`src/rtl/hazard_ctrl.sv`:
```
// Hazard and pipeline-control unit for the 5-stage F/D/E/M/W pipeline.
// Forwarding selects, load-use and multi-cycle stalls, branch flushes.
module hazard_ctrl #(
   parameter int ADDR_W     = 4,
   parameter int MC_LATENCY = 4,
   parameter int PC_REG     = 15
) (
   input  logic              clk,
   input  logic              reset,
   input  logic [ADDR_W-1:0] ra1d,
   input  logic [ADDR_W-1:0] ra2d,
   input  logic [ADDR_W-1:0] ra1e,
   input  logic [ADDR_W-1:0] ra2e,
   input  logic [ADDR_W-1:0] wa3e,
   input  logic [ADDR_W-1:0] wa3m,
   input  logic [ADDR_W-1:0] wa3w,
   input  logic              regwritee,
   input  logic              regwritem,
   input  logic              regwritew,
   input  logic              memtorege,
   input  logic              branchtakene,
   input  logic              mcstarte,
   output logic [1:0]        forwardae,
   output logic [1:0]        forwardbe,
   output logic              stallf,
   output logic              stalld,
   output logic              stalle,
   output logic              flushd,
   output logic              flushe,
   output logic              flushm,
   output logic              mc_busy
);

   localparam int CNT_W = $clog2(MC_LATENCY);
   localparam logic [CNT_W-1:0] CNT_LOAD = CNT_W'(MC_LATENCY - 2);
   localparam logic [CNT_W-1:0] CNT_ONE  = CNT_W'(1);
   localparam logic [ADDR_W-1:0] PC_A    = ADDR_W'(PC_REG);

   typedef enum logic {
      IDLE,
      BUSY
   } state_t;

   state_t           state_q, state_d;
   logic [CNT_W-1:0] cnt_q, cnt_d;
   logic             mc_stall;
   logic             ldrstall;
   logic [1:0]       fwd_a, fwd_b;

   // M result is newer than W, so it wins when both match.
   function automatic logic [1:0] fwd_sel(input logic [ADDR_W-1:0] ra);
      logic [1:0] sel;
      sel = 2'b00;
      if (ra != PC_A) begin
         if (regwritem && ra == wa3m)
            sel = 2'b10;
         else if (regwritew && ra == wa3w)
            sel = 2'b01;
      end
      return sel;
   endfunction

   // Operand forwarding selects for Execute.
   always_comb begin
      fwd_a = fwd_sel(ra1e);
      fwd_b = fwd_sel(ra2e);
   end

   // Load in E feeding either Decode source.
   always_comb begin
      ldrstall = memtorege & regwritee &
                 ((ra1d == wa3e) | (ra2d == wa3e));
   end

   // Multi-cycle sequencer: stall E for MC_LATENCY-1 cycles.
   always_comb begin
      state_d  = state_q;
      cnt_d    = cnt_q;
      mc_stall = 1'b0;
      unique case (state_q)
         IDLE: begin
            if (mcstarte) begin
               mc_stall = 1'b1;
               state_d  = BUSY;
               cnt_d    = CNT_LOAD;
            end
         end
         BUSY: begin
            if (cnt_q != '0) begin
               mc_stall = 1'b1;
               cnt_d    = cnt_q - CNT_ONE;
            end else begin
               state_d  = IDLE;
            end
         end
      endcase
   end

   // Sequencer state; reset aborts any operation in flight.
   always_ff @(posedge clk) begin
      if (reset) begin
         state_q <= IDLE;
         cnt_q   <= '0;
      end else begin
         state_q <= state_d;
         cnt_q   <= cnt_d;
      end
   end

   // Stall/flush priority; reset clears every stage register.
   always_comb begin
      forwardae = fwd_a;
      forwardbe = fwd_b;
      stallf    = 1'b0;
      stalld    = 1'b0;
      stalle    = 1'b0;
      flushd    = 1'b0;
      flushe    = 1'b0;
      flushm    = 1'b0;
      mc_busy   = 1'b0;
      if (reset) begin
         forwardae = 2'b00;
         forwardbe = 2'b00;
         flushd    = 1'b1;
         flushe    = 1'b1;
         flushm    = 1'b1;
      end else if (mc_stall) begin
         stallf  = 1'b1;
         stalld  = 1'b1;
         stalle  = 1'b1;
         flushm  = 1'b1;
         mc_busy = 1'b1;
      end else if (branchtakene) begin
         flushd = 1'b1;
         flushe = 1'b1;
      end else if (ldrstall) begin
         stallf = 1'b1;
         stalld = 1'b1;
         flushe = 1'b1;
      end
   end

endmodule

```
`config.mk`:
```
export PLATFORM = sky130hd
export DESIGN_NAME = hazard_ctrl
export DESIGN_NICKNAME = d
export VERILOG_FILES = /design/src/rtl/hazard_ctrl.sv
export SDC_FILE = /design/constraint.sdc
export NUM_CORES = 1
export LEC_CHECK = 0
export ABC_AREA = 1
export BUFFER_PORTS_ARGS = -buffer_cell sky130_fd_sc_hd__buf_4
export CAP_MARGIN = 10
export CELL_PAD_IN_SITES_DETAIL_PLACEMENT = 0
export CELL_PAD_IN_SITES_GLOBAL_PLACEMENT = 1
export CORE_UTILIZATION = 25
export DETAILED_ROUTE_END_ITERATION = 16
export GPL_TIMING_DRIVEN = 1
export PLACE_DENSITY = 0.9
export SKIP_CTS_REPAIR_TIMING = 1
export SLEW_MARGIN = 5
export SYNTH_ARGS = -nofsm -noshare
export SYNTH_HDL_FRONTEND = slang
export SYNTH_SLANG_ARGS = --single-unit
```
`constraint.sdc`:
```
create_clock -name clk -period 2.9 [get_ports clk]
set_input_delay 0.435 -clock clk [delete_from_list [all_inputs] [get_ports clk]]
set_output_delay 0.435 -clock clk [all_outputs]
set_load 0.05 [all_outputs]
```
==> impl_metrics.tcl <==
set metrics [dict create \
    cap_violations 0 \
    synthAdderAreaFrac_pct 1.96 \
    worstRegToRegCells 9 \
    dr.first_iter.drc_count 14 \
    wl_per_cell_um 9.65 \
    clockBufferDepth 2 \
    fp.coreArea_um2 2320 \
    postRouteWirelength_mm 1.96 \
    synthToLayoutAreaGrowth_pct 61.4 \
    synth_compound_area_share_pct 8.43 \
    final_nets 213 \
    worst_clock_skew_ns 0.00347 \
    cp_common_cell "nand2_1" \
    drive_gt1_share_pct 32.0 \
    use_met2_pct 28.9 \
    cts_tree "built" \
    die_w_um 52.5 \
    gp_congestion 0.747 \
    rows 17 \
    grt_overflow 0 \
    syn-cell-area_um2 638 \
    layout_common_cells "47 x nand2_1, 46 x buf_4, 23 x inv_1" \
    pin_count 47 \
    clkLatencyLatePin_ns 0.24 \
    end_kind "primary output" \
    initial_core_util_pct 27.5 \
    start_kind "register" \
    worst_pin_slew_ns 0.301 \
    drc 0 \
    critical_path.cell_chain "inv_1 -> ha_1 -> inv_1 -> nand2_1 -> o21ai_1 -> nand2_1 -> o21ai_1 -> nand2_1 -> buf_4" \
    pre_cts_ws_ns 1.15 \
    syn-num-nets 164 \
    crit_path_top_delay_cell "dfxtp_1" \
    grt_pass1_vias 911 \
    p_leak_nw 0.638 \
    cts_buffers 3 \
    first_pass_iters 4 \
    vdd_ir_drop_max_mv 0.141 \
    grt_busiest_layer "met2" \
    port_buffers 46 \
    setup_violations 0 \
    fillers 246 \
    crit_required_ns 2.47 \
    synth-simple-area-share_pct 49.8 \
    relSlewSlack_pct 79.7 \
    whs_ns 0.398 \
    ant_nets 0 \
    fin_area_um2 1030 \
    hold_viol 0 \
    holdPathStages 2 \
    cts_root_buf "clkbuf_4" \
    hp-class "primary input to register" \
    synth_xor_area_share_pct 11.0 \
    multi_input_area_um2 454 \
    grt_max_degree 6 \
    dp_cells 199 \
    rsz0062_at_grt "false" \
    synth.distinct_cells 23 \
    die-area_um2 2760 \
    synth_top_area_cell "nand2_1" \
    max_stage_delay_ns 0.30 \
    synthCells 127 \
    arrival_ns 1.52 \
    viasPerCell 4.37 \
    n_antenna_cell 0 \
    setup_ws_ns 0.945 \
    synth_top_family_by_area "simple AND/OR/NAND/NOR gates" \
    report.final.slew_viol_count 0 \
    outcome "complete, no violations" \
    synth_top_area_share_pct 27.6 \
    use_met3_pct 4.35 \
    finalSetupTns_ns 0 \
    hpwlAfterDp_mm 1.70 \
    synthTopCellsByArea "nand2_1 28%, inv_1 14%, dfxtp_1 9.4%, nor2_1 9.4%, xor2_1 8.2%" \
    placed_area_um2 1000 \
    timing_worst_setup_path_type "register to primary output" \
    seq_area_frac_synth_pct 9.41 \
    power_mw 0.285 \
    grt.total_usage_pct 17.3 \
    grtUsageMet1_pct 20.0 \
    crit_fanout 4 \
    utilization_pct 44.4 \
    via_count 887 \
    seq_area_um2 60.1 \
    synth_seq_cells 3 \
    synth.avg_cell_area_um2 5.02 \
    antenna_found_initial 0 \
    yosys_warnings 0 \
    clock-sinks 3 \
    die_h_um 52.5 \
    path_clk_slew_ns 0.04 \
    period_needed_ns 1.95 \
    final_common_cell "nand2_1" \
    final_cells 203 \
    powerDensity_nw_per_um2 277 \
    synth.mux.area_fraction_pct 0 \
    fin_crit_sh_pct 67.4 \
    fmax_ghz 0.512 \
    grt_pass1_wl_mm 3.53 \
    htreeDepth 1 \
]
## synthesized netlist by cell type
library cell	count
nand2_1	47
inv_1	23
nor2_1	16
xor2_1	6
inv_2	5
nand4_1	5
o21ai_1	4
dfxtp_1	3
buf_4	2
nand3_1	2
xnor2_1	2
a211oi_1	1
a21boi_1	1
a21oi_1	1
clkinv_1	1
ha_1	1
nor3_1	1
nor3_2	1
nor3b_2	1
o21ai_0	1
o221ai_1	1
or2_0	1
or2_1	1
## cells by family (layout without fill, tap and decap cells)
group	count (synthesis)	after routing
adder cells (fa/ha/maj)	1	1
AO/OA/AOI/OAI	9	9
XOR/XNOR	8	8
AND/OR/NAND/NOR	75	75
buffers and inverters	31	79
flip-flops	3	3
## routing by layer
| layer | vias up | share of wire (%) |
|---|---|---|
| met5 | - | 0 |
| li1 | 478 | - |
| met2 | 19 | 50 |
| met3 | 2 | 3.7 |
| met4 | 0 | 1.4 |
| met1 | 388 | 45 |
## critical path: cells and delay by family, from the launching register on
family	cells	cell delay [ns]
simple gates	3	0.27
flops	1	0.30
compound gates	2	0.22
buf+inv	3	0.30
fa+ha+maj	1	0.19
## sequential cells by signal (all words and copies together), names as in the netlist
name and count:
cnt_q 2, state_q 1
## worst paths after layout
check | start | end | slack (ns)
setup reg to reg | cnt_q[0] | cnt_q[1] | 1.68
setup / recovery | cnt_q[0] | flushe | 0.95
hold reg to reg | cnt_q[1] | cnt_q[1] | 0.47
hold / removal | reset | cnt_q[0] | 0.40
## final cells by class
type	count	area share, %
clock buffers	4	2.55
well taps	28	3.40
inverters	29	10.6
flip-flops and latches	3	5.83
multi-input cells	93	44.1
repair buffers	46	33.5
## power by group
group | switching, mW | internal, mW | total [mW]
Clock | 0.0232 | 0.0517 | 0.0749
Sequential | 0.00140 | 0.0453 | 0.0467
Combinational | 0.0942 | 0.0694 | 0.164
(Power assumes the default switching activity.)
